## src/rtl/run_timer_pr.sv

```systemverilog
// Survival-time and personal-record tracker.
// Counts SS.cc in BCD, freezes on death, latches a new PR.
`timescale 1ns/1ps
module run_timer_pr #(
  parameter int TICK_DIV    = 1_000_000,
  parameter int SYNC_STAGES = 2
) (
  input  logic        clk,
  input  logic        rst,
  input  logic        dead,
  input  logic        clr_pr,
  output logic [15:0] run_bcd,
  output logic [15:0] pr_bcd,
  output logic        pr_valid,
  output logic        running,
  output logic        new_pr,
  output logic        saturated
);

  localparam int PW = (TICK_DIV > 2) ? $clog2(TICK_DIV) : 1;
  localparam logic [PW-1:0] TOP = PW'(TICK_DIV - 1);

  typedef enum logic [1:0] {
    RUN     = 2'd0,
    DEAD    = 2'd1,
    RESTART = 2'd2
  } state_t;

  state_t state, state_nx;

  logic [SYNC_STAGES-1:0] sync;
  logic          dead_s;
  logic          dead_q;
  logic          rise;
  logic          fall;
  logic          tick;
  logic          judge;
  logic          at_max;
  logic [PW-1:0] presc;
  logic [15:0]   run_inc;

  assign dead_s = sync[SYNC_STAGES-1];
  assign rise   = dead_s & ~dead_q;
  assign fall   = ~dead_s & dead_q;
  assign tick   = (state == RUN) && (presc == TOP);
  assign at_max = (run_bcd == 16'h9999);

  // Ripple BCD increment; never reached at 99.99
  always_comb begin
    run_inc = run_bcd;
    if (run_bcd[3:0] != 4'd9) begin
      run_inc[3:0] = run_bcd[3:0] + 4'd1;
    end else begin
      run_inc[3:0] = 4'd0;
      if (run_bcd[7:4] != 4'd9) begin
        run_inc[7:4] = run_bcd[7:4] + 4'd1;
      end else begin
        run_inc[7:4] = 4'd0;
        if (run_bcd[11:8] != 4'd9) begin
          run_inc[11:8] = run_bcd[11:8] + 4'd1;
        end else begin
          run_inc[11:8]  = 4'd0;
          run_inc[15:12] = run_bcd[15:12] + 4'd1;
        end
      end
    end
  end

  always_comb begin
    state_nx = state;
    unique case (state)
      RUN:     if (rise) state_nx = DEAD;
      DEAD:    if (fall) state_nx = RESTART;
      RESTART: state_nx = RUN;
      default: state_nx = RUN;
    endcase
  end

  always_ff @(posedge clk) begin
    if (rst) begin
      state     <= RUN;
      sync      <= '0;
      dead_q    <= 1'b0;
      presc     <= '0;
      run_bcd   <= '0;
      running   <= 1'b1;
      new_pr    <= 1'b0;
      saturated <= 1'b0;
      judge     <= 1'b0;
      if (clr_pr) begin
        pr_bcd   <= '0;
        pr_valid <= 1'b0;
      end
    end else begin
      state   <= state_nx;
      sync    <= {sync[SYNC_STAGES-2:0], dead};
      dead_q  <= dead_s;
      running <= (state_nx == RUN);
      new_pr  <= 1'b0;
      judge   <= (state == RUN) && rise;
      // PR decision on the first DEAD cycle
      if (judge && (!pr_valid || run_bcd > pr_bcd)) begin
        pr_bcd   <= run_bcd;
        pr_valid <= 1'b1;
        new_pr   <= 1'b1;
      end
      unique case (state)
        RUN: begin
          presc <= tick ? '0 : presc + PW'(1);
          if (tick && !rise && !at_max) begin
            run_bcd <= run_inc;
            if (run_inc == 16'h9999) saturated <= 1'b1;
          end
        end
        RESTART: begin
          presc     <= '0;
          run_bcd   <= '0;
          saturated <= 1'b0;
        end
        default: ;
      endcase
    end
  end

endmodule

```

## config.mk

```make
export PLATFORM = sky130hd
export DESIGN_NAME = run_timer_pr
export DESIGN_NICKNAME = d
export VERILOG_FILES = /design/src/rtl/run_timer_pr.sv
export SDC_FILE = /design/constraint.sdc
export NUM_CORES = 1
export LEC_CHECK = 0
export ABC_CLOCK_PERIOD_IN_PS = 2600
export BUFFER_PORTS_ARGS = -buffer_cell sky130_fd_sc_hd__buf_2
export CORE_MARGIN = 2
export CORE_UTILIZATION = 45
export CTS_CLUSTER_DIAMETER = 60
export DETAILED_ROUTE_END_ITERATION = 8
export GPL_ROUTABILITY_DRIVEN = 1
export PLACE_DENSITY = 0.67
export SLEW_MARGIN = 20
export SYNTH_ARGS = -nofsm -noshare
export SYNTH_HDL_FRONTEND = slang
export SYNTH_SLANG_ARGS = --single-unit
export TNS_END_PERCENT = 10
```

## constraint.sdc

```tcl
create_clock -name clk -period 2.6 [get_ports clk]
set_input_delay 0.26 -clock clk [delete_from_list [all_inputs] [get_ports clk]]
set_output_delay 0.26 -clock clk [all_outputs]
set_load 0.02 [all_outputs]
```

* Yosys cells after proc, flatten, opt, wreduce, memory -nomap -nowiden
Cells that the tools add are included.
** Storage, ports and cells
- Bits of input ports :: 4
- Output and inout port bits :: 36
- Logic and storage cells :: 71
- Flip-flop bits (word level) :: 62
** Operators by class
- Reductions and logical operators :: 16
- Bitwise operators :: 4
- Add/subtract/negate cells :: 5
- $lt $le $gt $ge :: 1
- Equality and inequality tests :: 11
- Muxes and demuxes :: 23
** Operator list (number)
- $mux W16 :: 4
- $pmux W20 S2 :: 1
- $eq A16 B16 Y1 const B :: 2
- $pmux W16 S2 :: 1
- $add A20 B1 Y20 const B :: 1
- $eq A20 B20 Y1 const B :: 1
- $mux W20 :: 1
- $add A4 B1 Y4 const B :: 4
- $gt A16 B16 Y1 :: 1
- $mux W4 :: 4
- $mux W12 :: 1
- $ne A4 B4 Y1 const B :: 3
- $mux W8 :: 1
- $mux W1 :: 6
- $ne A2 B1 Y1 const B :: 3
- $logic_and A1 B1 Y1 :: 5
- $logic_not A2 Y1 :: 2
- $mux W2 :: 2
- $pmux W2 S2 :: 1
- $reduce_and A2 Y1 :: 2
- $reduce_bool A2 Y1 :: 2
- $logic_not A1 Y1 :: 3
- $reduce_and A3 Y1 :: 1
- $and A1 B1 Y1 :: 2
- 5 further kinds :: 6

* Logic depth before layout (Yosys ltp)
Gate-level depths: netlist of the first run.
- Word-level depth :: 8
- Mapped depth :: 8
- Mapped depth without buffers :: 8

* Worst setup path after synthesis of the first run
Ideal clock, no wire load.
- Kind :: register to register
- Start point :: reg run_bcd[0]
- End point :: reg pr_bcd[0] (enable)
- Clock period less this slack :: 2.404 ns
- Library setup time :: 0.397 ns
- Data required time :: 2.203 ns
- Data arrival time :: 2.007 ns
- Stages on the path, launching flop included :: 9
- Path buffers :: 0
- Path slack :: 0.196 ns
- Cell sequence :: dfxtp_1 inv_1 ha_1 nor2b_1 o211ai_1 a21oi_1 o21ai_0 a311o_1 o211ai_1
** Between the ends
- Cells in the longest elaborated chain, start to end :: 5
** Ends and longest elaborated chain
- start: declaration :: line 12 : output logic [15:0] run_bcd,
- start signal: assignment :: line 111 : run_bcd <= run_inc;
- $gt A16 B16 Y1 :: line 102 : if (judge && (!pr_valid || run_bcd > pr_bcd)) begin
- $logic_or A1 B1 Y1 :: line 102
- $logic_and A1 B1 Y1 :: line 102
- $reduce_bool A2 Y1 (no source line)
- $reduce_and A2 Y1 (no source line)
- end signal: assignment :: line 103 : pr_bcd <= run_bcd;
- end: declaration :: line 13 : output logic [15:0] pr_bcd,
No other way between the ends.
A chain may end at the register's enable or synchronous reset.

* Final worst setup path of the first run
- Start point :: reg presc[0]
- End point :: reg run_bcd[7]
** Between the ends
- Cells in the longest elaborated chain, start to end :: 6
** Ends and longest elaborated chain
- start: declaration :: line 39 : logic [PW-1:0] presc;
- start signal: assignment :: line 109 : presc <= tick ? '0 : presc + PW'(1);
- $eq A20 B20 Y1 :: line 45 : assign tick = (state == RUN) && (presc == TOP);
- $logic_and A1 B1 Y1 :: line 45
- $logic_and A1 B1 Y1 (2 in series) :: line 110 : if (tick && !rise && !at_max) begin
- $ne A2 B1 Y1 (no source line)
- $reduce_and A2 Y1 (no source line)
No other way between the ends.

==> results of run 1 <==
[metal layers]
metal	part of all wire, %	wire [µm]	track usage [%]
met1	46	3380	25.0
met2	48	3500	33.0
met3	4.1	303	5.30
met4	2.1	154	7.19
met5	0	0	0
[final cells by class]
cell class | instances | area share [%]
Clock buffer | 13 | 4.61
Clock inverter | 3 | 0.384
Inverter | 23 | 2.21
Multi-Input combinational cell | 268 | 44.4
Sequential cell | 62 | 36.1
Tap cell | 99 | 3.17
Timing Repair Buffer | 59 | 9.15
[worst reg2reg max path, delay by kind of cell (launching register included)]
family / cells / cell delay (ns)
AO/OA/AOI/OAI: 1 / 0.10
buffers and inverters: 2 / 0.30
adder cells (fa/ha/maj): 1 / 0.23
multiplexers: 1 / 0.20
AND/OR/NAND/NOR: 4 / 1.08
flip-flops: 1 / 0.39
[synthesized netlist by cell type, types with 3 or more instances]
master | number | area, µm²
clkbuf_1 | 14 | 52.6
inv_1 | 23 | 86.3
nor4_1 | 4 | 25.0
o21a_1 | 4 | 30.0
o21ai_0 | 21 | 105
nor2b_1 | 22 | 138
nand2b_1 | 3 | 18.8
a31oi_1 | 6 | 37.5
nand2_1 | 23 | 86.3
nand4b_1 | 3 | 26.3
xor2_1 | 7 | 61.3
nand4_1 | 16 | 100
edfxtp_1 | 17 | 510
a21oi_1 | 27 | 135
xnor2_1 | 4 | 35.0
a311oi_1 | 9 | 78.8
nor2_1 | 38 | 143
ha_1 | 19 | 238
nand3_1 | 13 | 65.1
nor3_1 | 7 | 35.0
nor3b_1 | 5 | 37.5
dfxtp_1 | 45 | 901
and3_1 | 3 | 18.8
[report_power, final]
part	switching [mW]	total, mW	internal, mW
registers	0.0107	1.02	1.01
clock network	0.377	0.829	0.452
logic	0.0762	0.111	0.0349
[what timing repair did]
action	4_1_cts	5_1_grt
buffers inserted	0	3
gates resized for setup	0	0
setup endpoints to repair	0	3
[final timing paths]
check / endpoint / slack (ns)
max: run_bcd[7] / 0.18
min reg2reg: sync[1] / 0.44
max reg2reg: run_bcd[7] / 0.18
min: sync[0] / 0.12
[registers in the layout, summed over array words and instances, names as in the netlist]
name	count
judge	1
sync	2
saturated	1
new_pr	1
dead_q	1
run_bcd	16
running	1
pr_valid	1
pr_bcd	16
state	2
presc	20
[kinds of logic after synthesis]
family / Yosys count / synth area share [%]
simple gates: 156 / 26.7
xor+xnor: 11 / 2.92
fa+ha+maj: 19 / 7.19
compound gates: 79 / 14.7
flops: 62 / 42.7
mux: 3 / 0.947
buf+inv: 40 / 4.81
==> metrics.md, run 1 <==
| Metric | Value |
|---|---|
| Run status | finished, final reports clean |
| Count of TritonRoute iterations in the first routing pass | 4 |
| Critical path's largest stage delay | 0.44 ns |
| Slew of the pin with the lowest slew margin | 0.737 ns |
| Synth Flop Type | dfxtp_1 |
| Routed wirelength normalized by instance count | 13.9 µm |
| Seq. cell area | 1410 µm² |
| Overflow left after global routing | 0 |
| Clock latency of the later-clocked register in the worst-skew pair | 0.34 ns |
| Setup repair after global routing missed its margin | false |
| Class of the most critical setup path | flop to flop |
| Hold buffer count at cts | 0 |
| Post-layout utilization of the core | 54.5% |
| Required time at the endpoint of the critical path | 2.81 ns |
| Remaining number of nets flagged by the antenna check after routing | 0 |
| Initial Util | 46.1% |
| VDD IR max | 344 µV |
| Startpoint type of the worst setup path | flop |
| Number of vias per cell after detailed routing | 5.39 |
| Post-synthesis register bit count | 62 |
| Post-route setup slack | 0.184 ns |
| Max Cap Violations | 0 |
| 1st-iter DRT viols | 152 |
| # port buffers | 39 |
| Max-slew headroom | 50.8% |
| Detailed placement HPWL | 5210 µm |
| Cell Chain, Critical Path | ha_1, nand4_1, or3b_4, nor4_4, buf_4, buf_4, nand3_2, mux2i_1, a31oi_1 |
| Highest Clock Rate | 414 MHz |
| Yosys cell types | 50 |
| Overall track demand over capacity in global routing | 19.9% |
| Number of design rule violations left after detail routing | 0 |
| Worst path arrival time | 2.63 ns |
| Buffering stage count on the worst path with inverters included | 2 |
| Post-route clock skew | 0.0101 ns |
| Pre-CTS WS | 0.144 ns |
| Top library cells by usage in the layout, fill and taps aside | 45 x dfxtp_1, 39 x buf_2, 38 x nor2_1 |
| Hold Startpoint | dead |
| Number of sinks on the clock net | 62 |
| Placer Congestion | 0.794 |
| Hold Crit Depth | 2 |
| CTS clock-pin slew for the worst setup and hold paths | 0.07 ns |
| Cell area after synthesis | 3300 µm² |
| Ports placed on the boundary | 40 |
| Leading cell type in the layout, fill and taps excluded | dfxtp_1 |
| CTS tree | yes |
| Final Instance Area | 3910 µm² |
| Number of buffers inserted during clock tree synthesis | 9 |
| Total power | 1.96 mW |
| Count of mapped cells out of synthesis | 370 |
| Maximum count of clock buffers along a single path | 2 |
| Routed wire length | 7330 µm |
| Critical path fanouts, max | 5 |
| Count of flip-flops with a built-in enable after synthesis | 17 |
| Multi-input combinational cell area | 1730 µm² |
| Worst min-delay path class | input pin to flop |
| Number of global-route vias before repair | 2,618 |
| Number of slew-limit violations in the final report | 0 |
| CTS H-tree lvls | 3 |
| Number of placed instances, taps included | 508 |
| Number of warning messages in the yosys log | 0 |
| Number of antenna repair diodes | 0 |
| Setup-violating endpoint count in the final report | 0 |
| Type of destination of the critical path | flop |
| Wire length of the first global-routing pass | 12,300 µm |
| Critical Path Most Common Cell | buf_4 |
| Initial antenna violation count | 0 |
| Standard cell with the maximum stage delay on the critical path | or3b_4 |
| Tmin final | 2.42 ns |
| Number of core rows | 31 |
| Root Buffer | clkbuf_8 |
| Share of final-layout standard cells stronger than drive strength 1 | 19.2% |
| Setup TNS | 0 ns |
| Synthesized area per cell | 8.93 µm² |
| Core area | 7180 µm² |
| Overall die height | 89.7 µm |
| Sequential fraction of the synthesis area | 42.7% |
| Syn nets | 393 |
| Cell class contributing the biggest share of worst-path delay | simple AND/OR/NAND/NOR gates |
| Number of cells traversed by the worst register-to-register path | 9 |
| Reported leakage power | 1.63 nW |
| Maximum number of pins on one net before global-route repair | 24 |
| Async SR Flop Fraction | 0% |
| Hold_ws | 0.120 ns |
| Layout Nets | 446 |
| Number of inserted filler cells in the final layout | 664 |
| Area growth from synthesis to layout | 18.3% |
| Stages on the worst setup path | 9 |
| Dpl cell area | 3690 µm² |
| Die ar. | 8040 µm² |
| Worst R2R Start | presc[0] |
| Ratio of total power to cell area | 501 nW/µm² |
| Die Width | 89.7 µm |
| Final Instance Count excl. Fillers | 527 |
| Total vias in the final route | 2,841 |
| Critical Path Start | presc[0] |
| Final hold violation count | 0 |
| Final worst path period share | 92.9% |
(Power assumes the default switching activity.)
==> run 2, diff against run 1 <==
--- a/config.mk
+++ b/config.mk
@@ -13,6 +13,7 @@
 export DETAILED_ROUTE_END_ITERATION = 8
 export GPL_ROUTABILITY_DRIVEN = 1
 export PLACE_DENSITY = 0.67
+export RECOVER_POWER = 100
 export SLEW_MARGIN = 20
 export SYNTH_ARGS = -nofsm -noshare
 export SYNTH_HDL_FRONTEND = slang
==> run 2 against run 1 <==
Effect of this change:
- clock-buffer cell count unchanged
- sequential share of layout area up 0.53 points
- clock skew is essentially flat
- via count rose by 1.9%
- clock power hardly changed
- power decreased by 0.16%
- worst hold slack worse by 0.0040 ns
- wire length rose by 0.83%
- combinational power down 4%
- flip-flop and latch count did not move
- first-iteration DRC count is 28% higher
- register-to-register slack is essentially flat
- critical path type unchanged
- critical endpoint unchanged
- largest cell class unchanged
- highest routed layer unchanged
==> metrics.md, run 2 (same netlist as run 1, synthesis figures left out) <==
| Metric | Value |
|---|---|
| Share of final-layout standard cells stronger than drive strength 1 | 10.0% |
| Core area | 7180 µm² |
| FF-to-FF setup slack | 0.19 ns |
| Number of flip-flops in the largest register | 20 |
| Dpl cell area | 3690 µm² |
| Number of antenna repair diodes | 0 |
| Overall die height | 89.7 µm |
| Number of slew-limit violations in the final report | 0 |
| Startpoint type of the worst setup path | flop |
| Capture instance of the worst register-to-register path | run_bcd[7] |
| Standard cell with the maximum stage delay on the critical path | or3b_4 |
| # port buffers | 39 |
| Number of cells traversed by the worst register-to-register path | 9 |
| Net Switching | 465 µW |
| Die Width | 89.7 µm |
| Maximum number of pins on one net before global-route repair | 24 |
| Share of power burned in combinational logic | 5.5% |
| CTS tree | yes |
| Final Instance Area | 3850 µm² |
| Post-route clock skew | 0.0105 ns |
| Initial antenna violation count | 0 |
| Net Sw Frac | 23.8% |
| Setup TNS | 0 ns |
| Setup repair after global routing missed its margin | false |
| Layout Nets | 446 |
| Max Cap Violations | 0 |
| VDD IR max | 346 µV |
| Power Internal | 1.49 mW |
| Ports placed on the boundary | 40 |
| Total vias in the final route | 2,895 |
| Setup-violating endpoint count in the final report | 0 |
| Ratio of total power to cell area | 508 nW/µm² |
| Fraction of power consumed by the clock network | 42.4% |
| Critical path's largest stage delay | 0.44 ns |
| Die ar. | 8040 µm² |
| Placer Congestion | 0.794 |
| Final worst path period share | 92.8% |
| Total power | 1.96 mW |
| Overflow left after global routing | 0 |
| Routed wire length | 7400 µm |
| Cell Chain, Critical Path | ha_1, nand4_1, or3b_4, nor4_4, buf_4, buf_4, nand3_2, mux2i_1, a31oi_1 |
| Critical path fanouts, max | 5 |
| Slew of the pin with the lowest slew margin | 1.16 ns |
| CTS H-tree lvls | 3 |
| Clock latency of the later-clocked register in the worst-skew pair | 0.35 ns |
| Max-slew headroom | 22.6% |
| Count of instances resized after the clock tree is built | 0 |
| Leading cell type in the layout, fill and taps excluded | dfxtp_1 |
| Reported leakage power | 1.48 nW |
| Number of core rows | 31 |
| Root Buffer | clkbuf_8 |
| Initial Util | 46.1% |
| Type of destination of the critical path | flop |
| Top library cells by usage in the layout, fill and taps aside | 45 x dfxtp_1, 40 x clkbuf_1, 38 x nor2_1 |
| Count of TritonRoute iterations in the first routing pass | 6 |
| Wire length of the first global-routing pass | 12,300 µm |
| Required time at the endpoint of the critical path | 2.82 ns |
| Number of vias per cell after detailed routing | 5.49 |
| Area growth from synthesis to layout | 16.6% |
| Overall track demand over capacity in global routing | 19.9% |
| Highest Clock Rate | 415 MHz |
| Number of inserted filler cells in the final layout | 681 |
| Number of global-route vias before repair | 2,618 |
| Maximum count of clock buffers along a single path | 2 |
| 1st-iter DRT viols | 194 |
| Run status | finished, final reports clean |
| Worst R2R Start | presc[0] |
| Worst setup endpoint | run_bcd[7] |
| Number of sinks on the clock net | 62 |
| Register name with the most flops | presc |
| Final hold violation count | 0 |
| Remaining number of nets flagged by the antenna check after routing | 0 |
| Worst min-delay path class | input pin to flop |
| Class of the most critical setup path | flop to flop |
| CTS clock-pin slew for the worst setup and hold paths | 0.07 ns |
| Critical Path Start | presc[0] |
| Tmin final | 2.41 ns |
| Critical Path Most Common Cell | buf_4 |
| Sequential share of power | 52.1% |
| Registers with the most flip-flops | presc x20, pr_bcd x16, run_bcd x16 |
| Hold buffer count at cts | 0 |
| Number of buffers inserted during clock tree synthesis | 9 |
| Number of design rule violations left after detail routing | 0 |
| Routed wirelength normalized by instance count | 14.0 µm |
| Detailed placement HPWL | 5210 µm |
| Worst path arrival time | 2.63 ns |
==> run 2: how the worst min path moves through the flow <==
stage | from | end | cells past startpoint
floorplan | dead | sync[0] | 1
global placement | sync[0] | sync[1] | 1
detailed placement | sync[0] | sync[1] | 1
CTS | dead | sync[0] | 2
global route | dead | sync[0] | 2
finish | dead | sync[0] | 2
==> run 2: power by group through the flow <==
| stage | registers [mW] | logic, mW | clock network [mW] |
|---|---|---|---|
| after floorplan | 1.05 | 0.0618 | 0 |
| after global placement | 1.04 | 0.111 | 0 |
| after detailed placement | 1.04 | 0.113 | 0 |
| after CTS | 1.02 | 0.113 | 0.844 |
| after global routing | 1.02 | 0.120 | 0.881 |
| final | 1.02 | 0.107 | 0.830 |
==> run 2: area by class of cell <==
type                            count  area (µm²)  share of cell area (%)
Clock inverter                      3        15.0                   0.390
Multi-Input combinational cell    268        1730                    45.0
Inverter                           23        86.3                    2.24
Tap cell                           99         124                    3.22
Timing Repair Buffer               59         302                    7.83
Clock buffer                       13         180                    4.68
Sequential cell                    62        1410                    36.6
==> run 2: metal layers <==
metal	vias to the layer above	wire [µm]	track usage, %
li1	1454	-	-
met4	0	170	7.19
met2	62	3510	33.0
met3	11	274	5.30
met1	1368	3440	25.0
met5	-	0	0
==> run 2: what timing repair did <==
item,4_1_cts,5_1_grt
endpoints found under the setup margin,0,3
endpoints found under the hold margin,0,0
setup buffers,0,3
==> run 2: through the flow <==
stage          std cells  hold WS, ns  util, %  setup WS, ns
6_report             527        0.116     53.7         0.188
2_1_floorplan        370        0.388        -         0.196
5_1_grt              527        0.141     53.7        0.0103
3_3_place_gp         508        0.418     51.4         0.210
3_5_place_dp         508        0.423     51.4         0.144
4_1_cts              524        0.107     54.2         0.130
==> run 2: worst max-delay path, delay by kind of cell (launching register included) <==
| kind | cells | cell delay, ns |
|---|---|---|
| mux | 1 | 0.20 |
| buf+inv | 2 | 0.31 |
| fa+ha+maj | 1 | 0.23 |
| flops | 1 | 0.39 |
| compound gates | 1 | 0.10 |
| simple gates | 4 | 1.08 |
